## src/rtl/div_array_io_stage.sv

```systemverilog
// Handshaked front/back stage for the combinational 16/8 array divider.
// Screens divide-by-zero and quotient overflow so the array only sees in-range operands.
module div_array_io_stage #(
    parameter int N_W           = 16,
    parameter int D_W           = 8,
    parameter int SETTLE_CYCLES = 2
) (
    input  logic           clk,
    input  logic           rst_n,
    input  logic           in_valid,
    output logic           in_ready,
    input  logic [N_W-1:0] in_n,
    input  logic [D_W-1:0] in_d,
    output logic [N_W-1:0] arr_n,
    output logic [D_W-1:0] arr_d,
    input  logic [D_W-1:0] arr_q,
    input  logic [D_W-1:0] arr_r,
    output logic           out_valid,
    input  logic           out_ready,
    output logic [D_W-1:0] out_q,
    output logic [D_W-1:0] out_r,
    output logic           out_dz,
    output logic           out_ovf,
    output logic [15:0]    cnt_ok,
    output logic [15:0]    cnt_err
);

    localparam logic [1:0] S_IDLE   = 2'd0;
    localparam logic [1:0] S_SETTLE = 2'd1;
    localparam logic [1:0] S_HOLD   = 2'd2;

    logic [1:0]     state_q, state_d;
    logic [3:0]     settle_q, settle_d;
    logic [N_W-1:0] arr_n_q, arr_n_d;
    logic [D_W-1:0] arr_d_q, arr_d_d;
    logic [D_W-1:0] res_q_q, res_q_d;
    logic [D_W-1:0] res_r_q, res_r_d;
    logic           dz_q, dz_d;
    logic           ovf_q, ovf_d;
    logic [15:0]    cnt_ok_q, cnt_ok_d;
    logic [15:0]    cnt_err_q, cnt_err_d;

    function automatic logic [15:0] sat_inc(input logic [15:0] v);
        return (v == 16'hFFFF) ? v : v + 16'd1;
    endfunction

    always_comb begin
        state_d   = state_q;
        settle_d  = settle_q;
        arr_n_d   = arr_n_q;
        arr_d_d   = arr_d_q;
        res_q_d   = res_q_q;
        res_r_d   = res_r_q;
        dz_d      = dz_q;
        ovf_d     = ovf_q;
        cnt_ok_d  = cnt_ok_q;
        cnt_err_d = cnt_err_q;
        unique case (state_q)
            S_IDLE: begin
                if (in_valid) begin
                    if (in_d == '0) begin
                        res_q_d = '1;
                        res_r_d = in_n[D_W-1:0];
                        dz_d    = 1'b1;
                        ovf_d   = 1'b0;
                        state_d = S_HOLD;
                    end else if (in_n[N_W-1:D_W] >= in_d) begin
                        // Quotient would not fit in D_W bits; the array is kept idle
                        res_q_d = '1;
                        res_r_d = '0;
                        dz_d    = 1'b0;
                        ovf_d   = 1'b1;
                        state_d = S_HOLD;
                    end else begin
                        arr_n_d  = in_n;
                        arr_d_d  = in_d;
                        settle_d = 4'(SETTLE_CYCLES - 1);
                        state_d  = S_SETTLE;
                    end
                end
            end
            S_SETTLE: begin
                if (settle_q == 4'd0) begin
                    res_q_d = arr_q;
                    res_r_d = arr_r;
                    dz_d    = 1'b0;
                    ovf_d   = 1'b0;
                    state_d = S_HOLD;
                end else begin
                    settle_d = settle_q - 4'd1;
                end
            end
            S_HOLD: begin
                if (out_ready) begin
                    if (dz_q | ovf_q) cnt_err_d = sat_inc(cnt_err_q);
                    else              cnt_ok_d  = sat_inc(cnt_ok_q);
                    state_d = S_IDLE;
                end
            end
            default: state_d = S_IDLE;
        endcase
    end

    always_ff @(posedge clk or negedge rst_n) begin
        if (!rst_n) begin
            state_q   <= S_IDLE;
            settle_q  <= '0;
            arr_n_q   <= '0;
            arr_d_q   <= '0;
            res_q_q   <= '0;
            res_r_q   <= '0;
            dz_q      <= 1'b0;
            ovf_q     <= 1'b0;
            cnt_ok_q  <= '0;
            cnt_err_q <= '0;
        end else begin
            state_q   <= state_d;
            settle_q  <= settle_d;
            arr_n_q   <= arr_n_d;
            arr_d_q   <= arr_d_d;
            res_q_q   <= res_q_d;
            res_r_q   <= res_r_d;
            dz_q      <= dz_d;
            ovf_q     <= ovf_d;
            cnt_ok_q  <= cnt_ok_d;
            cnt_err_q <= cnt_err_d;
        end
    end

    assign in_ready  = (state_q == S_IDLE);
    assign out_valid = (state_q == S_HOLD);
    assign arr_n     = arr_n_q;
    assign arr_d     = arr_d_q;
    assign out_q     = res_q_q;
    assign out_r     = res_r_q;
    assign out_dz    = dz_q;
    assign out_ovf   = ovf_q;
    assign cnt_ok    = cnt_ok_q;
    assign cnt_err   = cnt_err_q;

endmodule

```

## config.mk

```make
export PLATFORM = sky130hd
export DESIGN_NAME = div_array_io_stage
export DESIGN_NICKNAME = d
export VERILOG_FILES = /design/src/rtl/div_array_io_stage.sv
export SDC_FILE = /design/constraint.sdc
export NUM_CORES = 1
export LEC_CHECK = 0
export BUFFER_PORTS_ARGS = -buffer_cell sky130_fd_sc_hd__clkbuf_2
export CAP_MARGIN = 5
export CORE_MARGIN = 1
export CORE_UTILIZATION = 46
export DETAILED_ROUTE_END_ITERATION = 10
export HOLD_SLACK_MARGIN = 0.1
export PLACE_DENSITY_LB_ADDON = 0.25
export RECOVER_POWER = 50
export SETUP_SLACK_MARGIN = 0.3
export SYNTH_ARGS = -nofsm -noshare
export SYNTH_HDL_FRONTEND = slang
export SYNTH_SLANG_ARGS = --single-unit
```

## constraint.sdc

```tcl
create_clock -name clk -period 2.27 [get_ports clk]
set_clock_uncertainty 0.2 [all_clocks]
set_input_delay 0.227 -clock clk [delete_from_list [all_inputs] [get_ports clk]]
set_output_delay 0.227 -clock clk [all_outputs]
set_load 0.1 [all_outputs]
```

### Word level (Yosys, flattened, before mapping)

Cells that the tools add are included.

| storage, ports and cells | value |
|---|---|
| bits in registers | 80 |
| input port bits | 44 |
| output and inout port bits | 76 |

| operators by class | value |
|---|---|
| $add $sub $neg | 3 |
| magnitude comparators | 1 |
| eq/ne operators | 11 |
| mux-type cells | 30 |
| bitwise operators | 6 |
| reductions and logical operators | 10 |

Operators with widths:

| cell | number |
|---|---|
| two-way mux 8 bit | 8 |
| adder 16 x 1 -> 16 bit, second input constant | 2 |
| equality test 16 bit, second input constant | 2 |
| case mux 8 bit (2 select lines) | 2 |
| two-way mux 4 bit | 4 |
| AND reduction 4 bit | 4 |
| two-way mux 2 bit | 5 |
| inequality test 2 bit, second input constant | 5 |
| >= comparator 8 bit | 1 |
| zero test 8 bit | 1 |
| case mux 4 bit (2 select lines) | 1 |
| two-way mux 1 bit | 7 |
| case mux 2 bit (3 select lines) | 1 |
| inverter 1 bit | 5 |
| AND reduction 5 bit | 1 |
| zero test 4 bit | 1 |
| case mux 1 bit (2 select lines) | 2 |
| subtractor 4 x 1 -> 4 bit, second input constant | 1 |
| inequality test 3 x 1 -> 1 bit, second input constant | 1 |
| AND reduction 3 bit | 1 |
| equality test 2 x 1 -> 1 bit, second input constant | 1 |
| equality test 2 bit, second input constant | 1 |
| zero test 2 bit | 1 |
| inequality test 2 x 1 -> 1 bit, second input constant | 1 |
| other kinds (2) | 2 |

### Logic depth before layout (Yosys ltp)

| logic depth | value |
|---|---|
| depth after elaboration | 5 |
| depth in mapped cells | 8 |
| gate-level depth less buffers | 7 |

### Worst setup path after synthesis

No wires, ideal clock.

| timing | value |
|---|---|
| path type | register -> register |
| start | register state_q[1] |
| end | register cnt_err_q[1], in the netlist cnt_err[1] |
| setup time | 0.126 ns |
| arrival time | 3.142 ns |
| required time | 1.944 ns |
| slack | -1.198 ns |
| cell stages (with the launch flop) | 6 |
| cells stage by stage | dfrtp_1 -> buf_2 -> nor2b_1 -> nand3_1 -> a31oi_1 -> mux2_2 |

| on the way | value |
|---|---|
| word-level cells in the longest chain between the ends | 2 |

Ends and longest elaborated chain:

| item | line | RTL |
|---|---|---|
| start: declaration | 32 | `logic [1:0] state_q, state_d;` |
| start signal: assignment | 117 | `state_q <= state_d;` |
| equality test 2 bit | -- |  |
| via out_valid | 18 | `output logic out_valid,` |
| AND reduction 4 bit (no source line) | -- |  |
| end signal: assignment | 126 | `cnt_err_q <= cnt_err_d;` |
| end: declaration | 41 | `logic [15:0] cnt_err_q, cnt_err_d;` |

The timed path passes the listed nets, and every way through them passes these cells.
A chain may end at the register's enable or synchronous reset.

### Worst setup path after layout

| timing | value |
|---|---|
| start | register cnt_ok_q[1], in the netlist cnt_ok[1] |
| end | register cnt_ok_q[1], in the netlist cnt_ok[1] |

| on the way | value |
|---|---|
| word-level cells in the longest chain between the ends | 3 |

Ends and longest elaborated chain:

| item | line | RTL |
|---|---|---|
| start: declaration | 40 | `logic [15:0] cnt_ok_q, cnt_ok_d;` |
| start signal: assignment | 125 | `cnt_ok_q <= cnt_ok_d;` |
| branches (longest 3 deep; another with adder 16 x 1 -> 16 bit) | -- |  |

Parallel ways; which one is timed is not known.

==> summary.md <==
| Metric | Value |
|---|---|
| Mean Syn Cell Area | 11.4 µm² |
| Arrival time at the worst endpoint | 2090 ps |
| Pins over their slew limit | 0 |
| Simple-gate share of the synthesized area | 15.0% |
| Worst VDD drop | between 1 and 1.5 mV |
| FF-to-FF End | cnt_ok[1] |
| CTS root buffer | clkbuf_8 |
| # Max-Cap Violations | 0 |
| Setup violations, final | 0 |
| Vias in the first global route | between 3000 and 4000 |
| All-Layer GR Usage | 24.9% |
| # DRC | 0 |
| Die height | 92.6 µm |
| DP HPWL | 6.59 mm |
| Final ANT Viol Nets | 0 |
| Status | completed |
| Syn nets | between 300 and 400 |
| Slew @ Worst Pin | 1200 ps |
| Final hold vios | 0 |
| R2R depth | 5 |
| Syn Inst Count | 331 |
| Slew headroom | 20.5% |
| Hold Path Sink | out_dz |
| DRT iter0 DRCs | about 110 |
| Cell Pwr Density | about 1400 mW/mm² |
| CTS Buf Count | 9 |
| PortBufs | 119 |
| Seq/Total Area, Yosys | a little over half |
| Initial antenna violation count | 0 |
| Row cnt | 32 |
| Leak | 2.68 nW |
| Crit path time final | 2050 ps |
| EDFF count, synth | 0 |
| CP startpoint kind | register |
| Finished Cell Area | 0.00594 mm² |
| Fraction of registers with async set/reset | 100% |
| RSZ-0062 raised after global routing | true |
| Fraction of layout cells with a size suffix above 1 | 48.4% |
| Routed wire length | between 10 and 15 mm |
| Via count | 3361 |
| N_diodes | 0 |
| Clock Sinks | 80 |
| CTS tree | done |
| Maximum number of pins on one net before global-route repair | 32 |
| Via density | 5.21 |
| Clock Latency Late Sink | around 350 ps |
| Yosys reg bits | 80 |
| WS Path Type | reg2reg |
| CTS H-tree depth | 3 |
| Core Area | 0.00785 mm² |
| Area Growth Syn to Fin | 57.4% |
| First-pass GRT wire length | 16.5 mm |
| Crit share post-route | 90.2% |
| Final net count | 594 |
| Largest family of logic cells by synthesized area | simple AND/OR/NAND/NOR gates |
| Mux cell area share after synthesis | 11.3% |
| CP endpoint kind | register |
| Critical Path RT | about 2300 ps |
| Hold Crit Class | in2reg |
| Drt pass-1 iters | 4 |
| Synthesis warning total | 0 |
| GP Congestion | just under 0.8 |
| Post-synthesis adder-cell area fraction | 3.98% |
| Routed wire per std cell | 16.2 µm |
| Hold path cells | 6 |
| Worst-path clk slew | 90 ps |
| F_max | 488 MHz |
| Post-placement cell area | between 0.004 and 0.005 mm² |
| GRT Residual Overflow | 0 |
| Initial Utilization | 48.1% |
| Die W | 92.6 µm |
| Synth unique cells | 46 |
| Clock tree buffer depth | 2 |
| Fin Hold WS | 261 ps |
| Main synth FF type | dfrtp_1 |
| Flop2flop setup slack | 220 ps |
| Cell Area, Synth | about 0.0038 mm² |
| Critical path fanouts, max | 3 |
| Compound-cell area share of the yosys netlist | 8.66% |
| R2R Path Start | cnt_ok[1] |
| Total power draw | around 8.4 mW |
| Synth Area in XOR/XNOR | 5.11% |
| # fillers | 542 |
| Min-delay src | in_d[5] |
| Die area | 0.00857 mm² |
| Num ports | 120 |
critical path, cell delays in order (launching register included):
cell and delay (ps):
dfrtp_4 450, ha_4 160, nand3_4 80, or4_4 530, o21ai_4 200, mux2_4 320
metal layers:
metal  global-route usage, %  vias up  routed length [µm]
li1                        -     1605                   -
met1                    30.6     1626                4390
met2                    42.3      105                5350
met3                    4.60       25                 475
met4                    11.3        0                 255
met5                       0        -                   0
layout by cell type (no fill, tap or decap), types with 3 or more instances in the layout:
master	instances
clkbuf_2	78
dfrtp_1	45
dlygate4sd3_1	43
clkbuf_1	34
buf_4	28
nand2_1	27
mux2_2	25
nand3_1	22
dfrtp_2	19
dfrtp_4	16
mux2_4	13
xnor2_1	13
inv_1	12
nand4_1	12
buf_6	12
nor2_1	10
clkbuf_8	9
o22a_1	8
o21ai_0	7
xor2_1	7
and3_1	6
ha_4	6
ha_1	6
a21oi_1	4
nor3_4	4
inv_2	3
nor2_2	3
or4_4	3
clkinvlp_4	3
buf_1	3
worst max path at each step:
stage / startpoint / endpoint / slack, ps
global route: settle_q[1] / out_r[3] / 150
floorplan: in_d[6] / arr_d[0] / -9
finish: cnt_ok[1] / cnt_ok[1] / 220
detailed placement: in_d[6] / arr_d[0] / -170
global placement: in_d[6] / arr_d[0] / -100
CTS: settle_q[0] / out_r[5] / 220
cell usage after synthesis (2+ instances only):
library cell	n	area, µm²
inv_1	18	67.6
and3_1	6	37.5
nand2b_1	2	12.5
nor4_1	2	12.5
xor2_1	7	61.3
nand2_1	29	109
a31oi_1	2	12.5
o31ai_1	2	15.0
o21ai_0	7	35.0
or3_1	2	12.5
nor2_1	14	52.6
buf_2	3	15.0
nand3_1	26	130
mux2_2	38	428
nand4_1	12	75.1
clkbuf_1	4	15.0
o22a_1	8	70.1
or4_1	3	22.5
a21oi_1	5	25.0
o211ai_1	2	15.0
ha_1	12	150
xnor2_1	15	131
o21a_1	2	15.0
nor2b_1	2	12.5
dfrtp_1	80	2000
nor3_1	8	40.0
final cells by class:
class                   instances  area, µm²  area share [%]
well taps                     102        128            2.15
multi-input cells             225       2050            34.5
clock buffers                   9        124            2.09
inverters                      18       85.1            1.43
repair buffers                204       1400            23.5
flip-flops and latches         80       2090            35.1
clock inverters                 7       71.3            1.20
power by group:
part	switching [mW]	total [mW]	leakage, nW	internal [mW]
registers	0.305	2.19	0.948	1.88
logic	3.93	5.15	1.64	1.22
clock network	0.555	1.06	0.0916	0.508
flip-flops by register name, indices dropped and copies added (netlist names):
signal,count
out_ovf,1
arr_n,16
out_dz,1
cnt_ok,16
arr_d,8
out_r,8
state_q,2
cnt_err,16
settle_q,4
out_q,8
kinds of logic after synthesis:
kind of cell	after synthesis
AO/OA/AOI/OAI	41
flip-flops	80
multiplexers	38
adder cells (fa/ha/maj)	12
buffers and inverters	26
AND/OR/NAND/NOR	112
XOR/XNOR	22
metrics by stage:
stage	utilization (%)	setup WS (ps)	setup TNS (ps)	cells
floorplan	-	-8.68	-16.2	331
global placement	63.3	-101	-2200	561
detailed placement	63.3	-173	-4430	561
CTS	73.2	224	0	633
global route	75.7	152	0	645
finish	75.7	222	0	645
repair_timing:
item,in CTS,in global routing
resized for setup,13,43
pin swaps,9,16
cloned,0,2
setup endpoints to repair,51,66
endpoints found under the hold margin,123,0
hold buffers,43,0
setup buffers,13,10
Note: power is estimated with default switching activity, not from simulation.
